===== src/rtl/karatsuba8_pkg.sv =====
// Shared encodings and default widths for the 8x8 Karatsuba datapath.
package karatsuba8_pkg;

    localparam int KW  = 8;
    localparam int KH  = KW / 2;
    localparam int KPW = 2 * (KH + 1);

    typedef enum logic [1:0] {
        MUL_HH   = 2'b00,
        MUL_LL   = 2'b01,
        MUL_NONE = 2'b10,
        MUL_SUM  = 2'b11
    } mul_sel_e;

    typedef enum logic [2:0] {
        SS_P0  = 3'b000,
        SS_AB  = 3'b001,
        SS_CD  = 3'b010,
        SS_CE  = 3'b011,
        SS_SHB = 3'b100,
        SS_SHC = 3'b101,
        SS_Z0  = 3'b110,
        SS_Z1  = 3'b111
    } ss_sel_e;

endpackage


===== src/rtl/karatsuba8_mul5.sv =====
// Half-operand selector feeding one (H+1)x(H+1) unsigned multiplier.
import karatsuba8_pkg::*;

module karatsuba8_mul5 #(
    parameter int W = KW
) (
    input  logic [W-1:0]           x,
    input  logic [W-1:0]           y,
    input  logic [1:0]             mul_sel,
    output logic [2*(W/2+1)-1:0]   p
);

    localparam int H  = W / 2;
    localparam int PW = 2 * (H + 1);

    logic [PW-1:0] ma;
    logic [PW-1:0] mb;

    always_comb begin
        ma = '0;
        mb = '0;
        unique case (mul_sel_e'(mul_sel))
            MUL_HH: begin
                ma = PW'(x[W-1:H]);
                mb = PW'(y[W-1:H]);
            end
            MUL_LL: begin
                ma = PW'(x[H-1:0]);
                mb = PW'(y[H-1:0]);
            end
            MUL_SUM: begin
                ma = PW'(x[W-1:H]) + PW'(x[H-1:0]);
                mb = PW'(y[W-1:H]) + PW'(y[H-1:0]);
            end
            MUL_NONE: ;
        endcase
    end

    // Both factors fit in H+1 bits, so the PW-bit product never truncates.
    assign p = ma * mb;

endmodule


===== src/rtl/karatsuba8_fd.sv =====
// Karatsuba multiplier datapath: operand/partial registers, add/sub, capture.
// Optional KARATSUBA_FD_CHECK_EN adds a sticky err output for illegal words.
import karatsuba8_pkg::*;

module karatsuba8_fd #(
    parameter int W = KW
) (
    input  logic             clk,
    input  logic             rst,
    input  logic [W-1:0]     x_in,
    input  logic [W-1:0]     y_in,
    input  logic             x_ld,
    input  logic             y_ld,
    input  logic             a_ld,
    input  logic             b_ld,
    input  logic             c_ld,
    input  logic             d_ld,
    input  logic             e_ld,
    input  logic             sub,
    input  logic             a_sel,
    input  logic             c_sel,
    input  logic             done,
    input  logic [1:0]       mul_sel,
    input  logic [2:0]       ss_sel,
    output logic [2*W-1:0]   product,
    output logic             valid
`ifdef KARATSUBA_FD_CHECK_EN
    ,
    output logic             err
`endif
);

    localparam int H  = W / 2;
    localparam int PW = 2 * (H + 1);
    localparam int XW = 2 * W;

    logic [W-1:0]  x_r;
    logic [W-1:0]  y_r;
    logic [XW-1:0] a_r;
    logic [PW-1:0] b_r;
    logic [PW-1:0] c_r;
    logic [PW-1:0] d_r;
    logic [PW-1:0] e_r;
    logic          done_q;

    logic [PW-1:0] p;
    logic [XW-1:0] op_a;
    logic [XW-1:0] op_b;
    logic [XW-1:0] r;

    karatsuba8_mul5 #(.W(W)) u_mul (
        .x       (x_r),
        .y       (y_r),
        .mul_sel (mul_sel),
        .p       (p)
    );

    always_comb begin
        op_a = '0;
        op_b = '0;
        unique case (ss_sel_e'(ss_sel))
            SS_P0:  op_a = XW'(p);
            SS_AB: begin
                op_a = a_r;
                op_b = XW'(b_r);
            end
            SS_CD: begin
                op_a = XW'(c_r);
                op_b = XW'(d_r);
            end
            SS_CE: begin
                op_a = XW'(c_r);
                op_b = XW'(e_r);
            end
            SS_SHB: begin
                op_a = a_r << H;
                op_b = XW'(b_r);
            end
            SS_SHC: begin
                op_a = a_r << H;
                op_b = XW'(c_r);
            end
            SS_Z0, SS_Z1: ;
        endcase
    end

    assign r = sub ? op_a - op_b : op_a + op_b;

    always_ff @(posedge clk) begin
        if (!rst) begin
            x_r     <= '0;
            y_r     <= '0;
            a_r     <= '0;
            b_r     <= '0;
            c_r     <= '0;
            d_r     <= '0;
            e_r     <= '0;
            done_q  <= 1'b0;
            product <= '0;
            valid   <= 1'b0;
        end else begin
            if (x_ld) x_r <= x_in;
            if (y_ld) y_r <= y_in;
            if (a_ld) a_r <= a_sel ? r : XW'(p);
            if (b_ld) b_r <= p;
            if (c_ld) c_r <= c_sel ? r[PW-1:0] : p;
            if (d_ld) d_r <= p;
            if (e_ld) e_r <= r[PW-1:0];
            done_q <= done;
            // Capture on the rising edge of done beats an operand reload.
            if (done && !done_q) begin
                product <= a_r;
                valid   <= 1'b1;
            end else if (x_ld || y_ld) begin
                valid <= 1'b0;
            end
        end
    end

`ifdef KARATSUBA_FD_CHECK_EN
    logic any_ld;
    logic ld_r;
    logic ld_p;
    logic bad;

    always_comb begin
        ld_r   = (a_ld && a_sel) || (c_ld && c_sel) || e_ld;
        ld_p   = (a_ld && !a_sel) || b_ld || (c_ld && !c_sel) || d_ld
               || (ld_r && (ss_sel == SS_P0));
        any_ld = x_ld || y_ld || a_ld || b_ld || c_ld || d_ld || e_ld;
        bad    = (any_ld && ss_sel[2] && ss_sel[1])
               || ((mul_sel == MUL_NONE) && ld_p)
               || (sub && (op_a < op_b) && ld_r);
    end

    always_ff @(posedge clk) begin
        if (!rst) err <= 1'b0;
        else if (bad) err <= 1'b1;
    end
`endif

endmodule


===== config.mk =====
export PLATFORM = sky130hd
export DESIGN_NAME = karatsuba8_fd
export DESIGN_NICKNAME = d
export VERILOG_FILES = /design/src/rtl/karatsuba8_pkg.sv /design/src/rtl/karatsuba8_mul5.sv /design/src/rtl/karatsuba8_fd.sv
export SDC_FILE = /design/constraint.sdc
export NUM_CORES = 1
export LEC_CHECK = 0
export CAP_MARGIN = 0
export CORE_AREA = 5 5 144 112
export CTS_BUF_LIST = sky130_fd_sc_hd__clkbuf_4 sky130_fd_sc_hd__clkbuf_8 sky130_fd_sc_hd__clkbuf_16
export CTS_CLUSTER_SIZE = 10
export DETAILED_ROUTE_END_ITERATION = 8
export DIE_AREA = 0 0 149 117
export GPL_TIMING_DRIVEN = 1
export REMOVE_ABC_BUFFERS = 1
export SKIP_LAST_GASP = 1
export SYNTH_ARGS = -nofsm -noshare
export SYNTH_HDL_FRONTEND = slang
export SYNTH_SLANG_ARGS = --single-unit

===== constraint.sdc =====
create_clock -name clk -period 15.3 [get_ports clk]
set_input_delay 1.53 -clock clk [delete_from_list [all_inputs] [get_ports clk]]
set_output_delay 1.53 -clock clk [all_outputs]
set_load 0.01 [all_outputs]

==> Word level (Yosys, flattened, before mapping) <==
Cells that the tools add are included.
{ "word_totals": {"word_cells": 40, "in_bits": 34, "output_inout_bits": 17, "regBits": 90} }
{ "classes": {"n_eq_ne": 7, "reduce_logical": 9, "addsub": 4, "n_mux": 9, "mul": 1} }
{ "op_table": {"columns": ["operator", "count"], "rows": [
  ["$pmux 16 s4", 1],
  ["$pmux 10 s3", 2],
  ["$pmux 10 s4", 1],
  ["$mux 16", 2],
  ["$add 16x16->16", 1],
  ["$sub 16x16->16", 1],
  ["$add 4x4->5", 2],
  ["$mul 10x10->10", 1],
  ["$mux 10", 1],
  ["$eq 3x2->1 const B", 2],
  ["$eq 3x3->1 const B", 2],
  ["$reduce_or 2->1", 3],
  ["$eq 3x1->1 const B", 1],
  ["$logic_not 3->1", 1],
  ["$eq 2x1->1 const B", 1],
  ["$eq 2x2->1 const B", 1],
  ["$logic_not 2->1", 1],
  ["$mux 1", 2],
  ["$reduce_bool 2->1", 1],
  ["$logic_and 1x1->1", 1],
  ["$logic_not 1->1", 1],
  ["$logic_or 1x1->1", 1]
]} }

==> Depth between registers and ports, before layout <==
Gate-level depths: netlist (run 1).
{ "logic_depth": {"ltp_word": 7, "mapped_depth": 31} }

==> By module <==
A second synthesis (run 1) with hierarchy kept.
{ "hier_totals": {"hier_cells": 740, "area_unflattened_um2": 6353.6} }
{ "modules_own_cells": {"columns": ["mod", "n_inst", "area_each_um2", "cells_each", "seq_area_each_um2"], "rows": [
  ["karatsuba8_fd", 1, 5163.7, 597, 1801.7],
  ["karatsuba8_mul5", 1, 1189.9, 143, 0.0]
]} }

==> Least setup slack after synthesis (run 1) <==
Ideal clock, no wire load.
{ "synth_path": {"path_type": "input port to flip-flop", "from": "input mul_sel[0]", "to": "register a_r[12]", "required_time_ps": 15183, "setup_time_ps": 117, "cell_stages": 28, "path_slack_ps": 7718, "t_arrival_ps": 7464, "cell_sequence": "clkbuf_1 > and2_1 > clkbuf_1 > a21oi_1 > nor2_1 > fa_1 > ha_1 > ha_1 > inv_1 > fa_1 > inv_1 > ha_1 > ha_1 > inv_1 > o21bai_1 > a21oi_1 > xor2_1 > o21ai_0 > mux2i_1 > o21ai_0 > ha_1 > a21o_1 > a21o_1 > o21ai_0 > a21oi_1 > o31a_1 > or3_1 > a32o_1"} }
{ "synth_between": {"elab_chain_cells": 7, "word_cells_on_any_way": 11, "classes_between": "2 x add/sub; 1 x mul; 2 x eq/ne; 5 x mux; 1 x reduce/logical"} }
{ "synth_lines": {"columns": ["item", "line_no", "rtl"], "rows": [
  ["from (decl)", "karatsuba8_fd.sv:23", "input logic [1:0] mul_sel,"],
  ["$eq 2x2->1 (tied with other cells)", "karatsuba8_mul5.sv:22", "unique case (mul_sel_e'(mul_sel))"],
  ["$pmux 10 s3", "karatsuba8_mul5.sv:22", null],
  ["$mul 10x10->10 (*)", "karatsuba8_mul5.sv:40", "assign p = ma * mb;"],
  ["$pmux 16 s4 (*)", "karatsuba8_fd.sv:61", "unique case (ss_sel_e'(ss_sel))"],
  ["$add 16x16->16 or $sub 16x16->16 (tied branches)", "karatsuba8_fd.sv:87", "assign r = sub ? op_a - op_b : op_a + op_b;"],
  ["$mux 16 (*)", "karatsuba8_fd.sv:87", null],
  ["$mux 16 (*)", "karatsuba8_fd.sv:104", "if (a_ld) a_r <= a_sel ? r : XW'(p);"],
  ["to (signal assigned)", "karatsuba8_fd.sv:104", null],
  ["to (decl)", "karatsuba8_fd.sv:39", "logic [XW-1:0] a_r;"]
]} }
Mark *: on every way between the ends. The rest lies on a longest branch, timed or not.
A chain may end at the register's enable or synchronous reset.

==> Worst setup path after layout (run 1) <==
{ "layout_path": {"from": "input mul_sel[0]", "to": "register a_r[13]"} }
The elaborated chain is that of the path after synthesis.

==> flow_results.xml, run 1 <==
<?xml version="1.0" encoding="UTF-8"?>
<metrics>
  <group name="sta">
    <metric name="timing.fmax" unit="MHz">120</metric>
    <metric name="max_slew.worst_pin.slew" unit="ns">1.17</metric>
    <metric name="timing.final.setup_violations" unit="">0</metric>
    <metric name="unrepaired_setup_endpoints_after_global_routing" unit="">false</metric>
    <metric name="final_period_minus_worst_setup_slack" unit="ns">8.31</metric>
    <metric name="slew_violations" unit="">0</metric>
    <metric name="hold_viol_final" unit="">0</metric>
    <metric name="maxSlewHeadroom" unit="%">21.6</metric>
    <metric name="finalSetupTns" unit="ns">0</metric>
    <metric name="fin_worst_skew" unit="ns">0.0119</metric>
    <metric name="finalCritPeriodShare" unit="%">54.3</metric>
    <metric name="worst_slack" unit="ns">6.99</metric>
  </group>
  <group name="worst_setup_path">
    <metric name="critical_path_endpoint_category" unit="">flip-flop</metric>
    <metric name="critPathLaunchType" unit="">input pin</metric>
    <metric name="critical_path.max_fanout" unit="">10</metric>
    <metric name="reg2reg_to" unit="">a_r[13]</metric>
    <metric name="worst_ep_required_time" unit="ns">15.54</metric>
    <metric name="setup.reg_to_reg.worst_slack" unit="ns">8.08</metric>
    <metric name="rr_startpoint" unit="">x_r[0]</metric>
    <metric name="cp_data_arrival_time" unit="ns">8.55</metric>
    <metric name="timing.setup.critical_path_class" unit="">input pin to flip-flop</metric>
    <metric name="worstRegToRegCells" unit="">31</metric>
  </group>
  <group name="layout">
    <metric name="nNetsFinal" unit="">881</metric>
    <metric name="finish.cell_count_without_fillers" unit="">995</metric>
    <metric name="insertedDiodeCount" unit="">0</metric>
    <metric name="area_growth_syn_to_layout" unit="%">13.9</metric>
    <metric name="fillerInstances" unit="">1442</metric>
    <metric name="fin_area" unit="mm2">0.00727</metric>
    <metric name="multi_input_area" unit="mm2">0.00427</metric>
    <metric name="final_layout_size_suffix_gt1_share" unit="%">4.30</metric>
    <metric name="area_taken_by_flip_flops_and_latches" unit="mm2">0.00180</metric>
  </group>
  <group name="clock_network">
    <metric name="post_cts_hold_buffer_count" unit="">0</metric>
    <metric name="ctsHtreeMaxLevel" unit="">3</metric>
    <metric name="cts_max_path_buffers" unit="">2</metric>
    <metric name="path_clk_slew" unit="ns">0.07</metric>
    <metric name="post_cts_resize_count" unit="">0</metric>
    <metric name="cts-buffers-inserted" unit="">9</metric>
    <metric name="tritoncts_clock_tree" unit="">built</metric>
    <metric name="clock_sinks" unit="">90</metric>
    <metric name="post-cts-setup-buffer-count" unit="">0</metric>
    <metric name="insertion_delay_of_the_later_clocked_pin_in_the_worst_skew_pair" unit="ns">0.36</metric>
    <metric name="ctsRootBufferMaster" unit="">clkbuf_16</metric>
  </group>
  <group name="synthesis">
    <metric name="synth_compound_area_share" unit="%">18.9</metric>
    <metric name="portion_of_synthesized_cell_area_occupied_by_the_leading_cell_type" unit="%">28.2</metric>
    <metric name="yosys.cell_types.count" unit="">54</metric>
    <metric name="synth.most_common_cell" unit="">dfxtp_1</metric>
    <metric name="synth_top_family_by_area" unit="">simple AND/OR/NAND/NOR gates</metric>
    <metric name="xor_and_xnor_fraction_of_the_mapped_netlist_area" unit="%">4.37</metric>
    <metric name="syn_avg_cell_area" unit="um2">8.36</metric>
    <metric name="synth_adder_area_share" unit="%">13.4</metric>
    <metric name="synth_area_leader_cell" unit="">dfxtp_1</metric>
    <metric name="async_reset_ff_share" unit="%">0</metric>
    <metric name="synth_seq_cells" unit="">90</metric>
    <metric name="synth_edf_count" unit="">0</metric>
    <metric name="synth_area" unit="mm2">0.00638</metric>
    <metric name="synth_sequential_area_ratio" unit="%">28.2</metric>
    <metric name="netlist_top_cells_area" unit="">dfxtp_1 (28%), mux2i_1 (11%), ha_1 (10%)</metric>
    <metric name="synth-warning-count" unit="">0</metric>
    <metric name="yosys-top-cells-count" unit="">dfxtp_1 (90), nand2_1 (78), nor2_1 (78)</metric>
    <metric name="post_synth_and_or_nand_nor_area_fraction" unit="%">19.0</metric>
    <metric name="ys_dominant_reg_cell" unit="">dfxtp_1</metric>
    <metric name="number_of_cells_produced_by_synthesis" unit="">764</metric>
    <metric name="synth.mux.area_fraction" unit="%">11.3</metric>
  </group>
  <group name="placement">
    <metric name="dp.final_hpwl" unit="um">12700</metric>
    <metric name="port_buffers" unit="">50</metric>
    <metric name="placement.cell_area" unit="mm2">0.00698</metric>
    <metric name="place_worst_setup_slack" unit="ns">6.70</metric>
    <metric name="gp_routability_congestion" unit="">0.947</metric>
    <metric name="placedCellCount" unit="">979</metric>
  </group>
  <group name="detailed_routing">
    <metric name="dr_wl_cell" unit="um">17.1</metric>
    <metric name="avgViaCountPerCell" unit="">5.46</metric>
    <metric name="initialDrtViolationCount" unit="">429</metric>
    <metric name="totalWireLength" unit="um">17100</metric>
    <metric name="routed_via_count" unit="">5436</metric>
    <metric name="post_route_antenna_net_violation_count" unit="">0</metric>
    <metric name="detail_route.drc_violations" unit="">0</metric>
    <metric name="drt_pre_antenna_iters" unit="">5</metric>
  </group>
  <group name="die">
    <metric name="floorplan.core_area" unit="mm2">0.0147</metric>
    <metric name="rows" unit="">39</metric>
    <metric name="die_height" unit="um">117</metric>
    <metric name="floorplan.die.width" unit="um">149</metric>
    <metric name="initial_core_utilization" unit="%">43.3</metric>
    <metric name="die_area" unit="mm2">0.0174</metric>
    <metric name="top_level_ports" unit="">51</metric>
  </group>
  <group name="global_route">
    <metric name="largest_net_degree_at_the_start_of_global_routing" unit="">90</metric>
    <metric name="first_pass_grt_wire_length" unit="um">27900</metric>
    <metric name="grt_overflow" unit="">0</metric>
    <metric name="gr-usage-all-layers" unit="%">20.2</metric>
    <metric name="grt_pass1_vias" unit="">5350</metric>
    <metric name="antenna_found_initial" unit="">0</metric>
  </group>
  <group name="flow_run">
    <metric name="number_of_maximum_capacitance_constraint_violations" unit="">0</metric>
  </group>
  <group name="hold_path">
    <metric name="worst_hold_path_type" unit="">flip-flop to flip-flop</metric>
    <metric name="holdPathEnd" unit="">product[1]</metric>
    <metric name="worstHoldPathCells" unit="">2</metric>
    <metric name="startpoint_of_the_most_critical_hold_path" unit="">product[1]</metric>
  </group>
  <group name="outcome">
    <metric name="run_status" unit="">complete, no violations</metric>
  </group>
  <group name="power">
    <metric name="power.static_leakage" unit="nW">3.20</metric>
    <metric name="power_per_cell_area" unit="mW/mm2">94.7</metric>
    <metric name="peakVddDrop" unit="uV">57.0</metric>
  </group>
</metrics>
-- registers in the layout (all words and copies together) (netlist names) --
name / flops
a_r: 16
b_r: 10
c_r: 10
d_r: 10
done_q: 1
e_r: 10
product: 16
valid: 1
x_r: 8
y_r: 8
-- power by group --
| group | switching (mW) | total, mW | internal [mW] | leakage (nW) |
|---|---|---|---|---|
| clock | 0.105 | 0.218 | 0.113 | 0.128 |
| sequential | 0.0153 | 0.268 | 0.253 | 0.737 |
| combinational | 0.117 | 0.202 | 0.0851 | 2.34 |
-- placed cells by master, fill, tap and decap left out, types with 34 or more instances in the layout --
| cell type | instances |
|---|---|
| ha_1 | 51 |
| nor2b_1 | 54 |
| nand2_1 | 78 |
| inv_1 | 34 |
| nor2_1 | 78 |
| clkdlybuf4s50_1 | 49 |
| mux2i_1 | 68 |
| o21ai_0 | 36 |
| a21oi_1 | 52 |
| dfxtp_1 | 90 |
-- cell type report --
type | count | area share, %
Inverter | 34 | 1.76
Multi-Input combinational cell | 596 | 58.8
Clock buffer | 9 | 3.10
Clock inverter | 7 | 0.843
Timing Repair Buffer | 54 | 7.23
Sequential cell | 90 | 24.8
Tap cell | 205 | 3.53
-- through the flow --
step                hold slack (ns)  power [mW]  util (%)
global placement              0.450       0.467      47.4
global route                  0.483       0.725      49.3
floorplan                     0.439       0.399         -
CTS                           0.469       0.690      49.3
finish                        0.463       0.689      49.3
detailed placement            0.460       0.471      47.4
-- logic make-up after synthesis --
family	after synthesis
and+or+nand+nor	256
adders and majority gates	62
xor gates and xnor gates	31
AOI/OAI and AO/OA	176
DFF	90
muxes	71
buffers and inverters	78
-- per-layer routing --
metal  up-vias  wire length, um  GRT usage [%]  share of wire [%]
met1      2566             8750           30.2                 51
met4         0              159           5.00               0.93
li1       2693                -              -                  -
met5         -                0              0                  0
met3        15             1150           4.97                6.7
met2       162             7000           29.0                 41
-- worst max path at each step --
stage | to | cells after the start | start | slack (ns)
3_5_place_dp | a_r[13] | 27 | mul_sel[0] | 6.70
4_1_cts | a_r[13] | 27 | mul_sel[0] | 7.05
3_3_place_gp | a_r[12] | 26 | mul_sel[0] | 7.00
5_1_grt | a_r[13] | 27 | mul_sel[0] | 6.45
2_1_floorplan | a_r[12] | 26 | mul_sel[0] | 8.25
6_report | a_r[13] | 27 | mul_sel[0] | 6.99
-- critical path, cell delays in order --
cell and delay [ns]:
clkdlybuf4s50_1 0.69, and2_1 0.41, a21oi_1 0.42, nor2_1 0.12
fa_1 0.48, ha_1 0.31, ha_1 0.27, inv_1 0.05
fa_1 0.53, inv_1 0.04, ha_1 0.28, ha_1 0.34
a21oi_1 0.32, o21bai_1 0.10, a21oi_1 0.28, xor2_1 0.29
o21ai_0 0.12, mux2i_1 0.18, o21ai_0 0.12, ha_1 0.38
a21oi_1 0.13, o21ai_0 0.14, or3_1 0.34, o221ai_1 0.29
o21ai_0 0.15, xnor2_1 0.15, o21ai_0 0.09
Note: power is estimated with default switching activity, not from simulation.
==> run 2, diff against run 1 <==
==> constraint.sdc (replaced) <==
create_clock -name clk -period 8.1 [get_ports clk]
set_input_delay 0.81 -clock clk [delete_from_list [all_inputs] [get_ports clk]]
set_output_delay 0.81 -clock clk [all_outputs]
set_load 0.01 [all_outputs]
==> flow_results.xml, run 2 (synthesis gave the netlist of run 1 again) <==
<?xml version="1.0" encoding="UTF-8"?>
<metrics>
  <group name="die">
    <metric name="floorplan.core_area" unit="mm2">0.0147</metric>
    <metric name="rows" unit="">39</metric>
    <metric name="die_height" unit="um">117</metric>
    <metric name="floorplan.die.width" unit="um">149</metric>
    <metric name="initial_core_utilization" unit="%">43.3</metric>
    <metric name="top_level_ports" unit="">51</metric>
    <metric name="die_area" unit="mm2">0.0174</metric>
  </group>
  <group name="worst_setup_path">
    <metric name="critPathLaunchType" unit="">input pin</metric>
    <metric name="worst_path_largest_cell_delay" unit="ns">0.83</metric>
    <metric name="crit_slowest_cell" unit="">clkdlybuf4s50_1</metric>
    <metric name="worst_ep_required_time" unit="ns">8.35</metric>
    <metric name="critical_path.max_fanout" unit="">10</metric>
    <metric name="timing.setup.critical_path_class" unit="">input pin to flip-flop</metric>
    <metric name="cpMostUsedCell" unit="">ha_1</metric>
    <metric name="critical_path_endpoint_category" unit="">flip-flop</metric>
    <metric name="cp_data_arrival_time" unit="ns">7.74</metric>
  </group>
  <group name="sta">
    <metric name="hold_viol_final" unit="">0</metric>
    <metric name="max_slew.worst_pin.slew" unit="ns">1.16</metric>
    <metric name="finalSetupTns" unit="ns">0</metric>
    <metric name="timing.final.setup_violations" unit="">0</metric>
    <metric name="holdWs" unit="ns">0.461</metric>
    <metric name="timing.fmax" unit="MHz">133</metric>
    <metric name="final_period_minus_worst_setup_slack" unit="ns">7.49</metric>
    <metric name="maxSlewHeadroom" unit="%">22.6</metric>
    <metric name="unrepaired_setup_endpoints_after_global_routing" unit="">false</metric>
    <metric name="slew_violations" unit="">0</metric>
    <metric name="finalCritPeriodShare" unit="%">92.5</metric>
    <metric name="fin_worst_skew" unit="ns">0.00954</metric>
    <metric name="worst_slack" unit="ns">0.606</metric>
  </group>
  <group name="layout">
    <metric name="area_taken_by_flip_flops_and_latches" unit="mm2">0.00180</metric>
    <metric name="insertedDiodeCount" unit="">0</metric>
    <metric name="final_common_cell" unit="">dfxtp_1</metric>
    <metric name="fillerInstances" unit="">1402</metric>
    <metric name="area_growth_syn_to_layout" unit="%">14.7</metric>
    <metric name="final_layout_size_suffix_gt1_share" unit="%">4.55</metric>
    <metric name="postLayoutCoreUtil" unit="%">49.7</metric>
    <metric name="layout_top_registers" unit="">a_r x16, product x16</metric>
    <metric name="nNetsFinal" unit="">884</metric>
    <metric name="multi_input_area" unit="mm2">0.00427</metric>
    <metric name="layout_common_cells" unit="">dfxtp_1 (90), nand2_1 (78), nor2_1 (78), mux2i_1 (68), nor2b_1 (54)</metric>
  </group>
  <group name="outcome">
    <metric name="run_status" unit="">complete, no violations</metric>
  </group>
  <group name="detailed_routing">
    <metric name="drt_pre_antenna_iters" unit="">5</metric>
    <metric name="dr_wl_cell" unit="um">17.0</metric>
    <metric name="post_route_antenna_net_violation_count" unit="">0</metric>
    <metric name="routed_via_count" unit="">5447</metric>
    <metric name="totalWireLength" unit="um">16900</metric>
    <metric name="avgViaCountPerCell" unit="">5.46</metric>
    <metric name="initialDrtViolationCount" unit="">587</metric>
    <metric name="detail_route.drc_violations" unit="">0</metric>
  </group>
  <group name="power">
    <metric name="power.static_leakage" unit="nW">3.24</metric>
    <metric name="peakVddDrop" unit="uV">129</metric>
    <metric name="power_per_cell_area" unit="mW/mm2">183</metric>
  </group>
  <group name="global_route">
    <metric name="gr-usage-all-layers" unit="%">20.1</metric>
    <metric name="antenna_found_initial" unit="">1</metric>
    <metric name="largest_net_degree_at_the_start_of_global_routing" unit="">90</metric>
    <metric name="grt_overflow" unit="">0</metric>
    <metric name="grt_pass1_vias" unit="">5293</metric>
    <metric name="first_pass_grt_wire_length" unit="um">27800</metric>
  </group>
  <group name="clock_network">
    <metric name="ctsHtreeMaxLevel" unit="">3</metric>
    <metric name="post_cts_resize_count" unit="">0</metric>
    <metric name="tritoncts_clock_tree" unit="">built</metric>
    <metric name="cts_max_path_buffers" unit="">2</metric>
    <metric name="cts-buffers-inserted" unit="">9</metric>
    <metric name="ctsRootBufferMaster" unit="">clkbuf_16</metric>
    <metric name="post_cts_hold_buffer_count" unit="">0</metric>
    <metric name="post-cts-setup-buffer-count" unit="">0</metric>
    <metric name="clock_sinks" unit="">90</metric>
    <metric name="insertion_delay_of_the_later_clocked_pin_in_the_worst_skew_pair" unit="ns">0.35</metric>
    <metric name="path_clk_slew" unit="ns">0.07</metric>
  </group>
  <group name="placement">
    <metric name="place_worst_setup_slack" unit="ns">0.324</metric>
    <metric name="port_buffers" unit="">50</metric>
    <metric name="dp.final_hpwl" unit="um">12600</metric>
    <metric name="gp_routability_congestion" unit="">0.907</metric>
  </group>
  <group name="hold_path">
    <metric name="worst_hold_path_type" unit="">flip-flop to flip-flop</metric>
  </group>
  <group name="flow_run">
    <metric name="number_of_maximum_capacitance_constraint_violations" unit="">0</metric>
  </group>
</metrics>
[run 2: changes by cell type in the layout (fill, tap and decap cells not counted)]
cell        delta
inv_6          +1
inv_8          -2
clkinvlp_4     -3
bufinv_16      +2
clkinv_2       +1
buf_4          +3
[run 2: metrics by stage]
step	total power, mW	cell area [um2]	cells
2_1_floorplan	0.754	6200	720
3_3_place_gp	0.884	7010	982
3_5_place_dp	0.890	7010	982
4_1_cts	1.35	7320	997
5_1_grt	1.42	7320	997
6_report	1.34	7320	997
[run 2: layout make-up]
class,instances,area share (%)
Inverter,34,1.74
Timing Repair Buffer,57,7.49
Clock inverter,6,1.23
Sequential cell,90,24.6
Multi-Input combinational cell,596,58.3
Clock buffer,9,3.08
Tap cell,205,3.50
[run 2: path summary, 6_finish.rpt]
path                                 start         end  slack [ns]  depth (start not counted)
worst max-delay path            mul_sel[0]     a_r[12]        0.61                         26
worst min-delay path            product[3]  product[3]        0.46                          2
worst max register to register      x_r[0]     a_r[12]        1.05                         29
worst min register to register  product[3]  product[3]        0.46                          2
[run 2: per-layer routing]
metal	part of all wire, %	global-route usage, %	routed length [um]	vias up
li1	-	-	-	2691
met1	52	29.8	8770	2567
met2	40	29.2	6790	168
met3	7.0	6.08	1190	19
met4	1.1	3.78	189	2
met5	0.041	0	7	-
[run 2: worst max-delay path: cells and delay by family]
kind / cells / cell delay (ns)
adders and majority gates: 7 / 2.21
buffers and inverters: 2 / 0.91
AOI/OAI and AO/OA: 12 / 2.29
xor gates and xnor gates: 1 / 0.30
muxes: 1 / 0.17
and+or+nand+nor: 3 / 1.05
[run 2: where the power goes]
group	total [mW]	switching, mW	internal (mW)
combinational	0.381	0.220	0.162
sequential	0.507	0.0292	0.477
clock	0.452	0.182	0.270
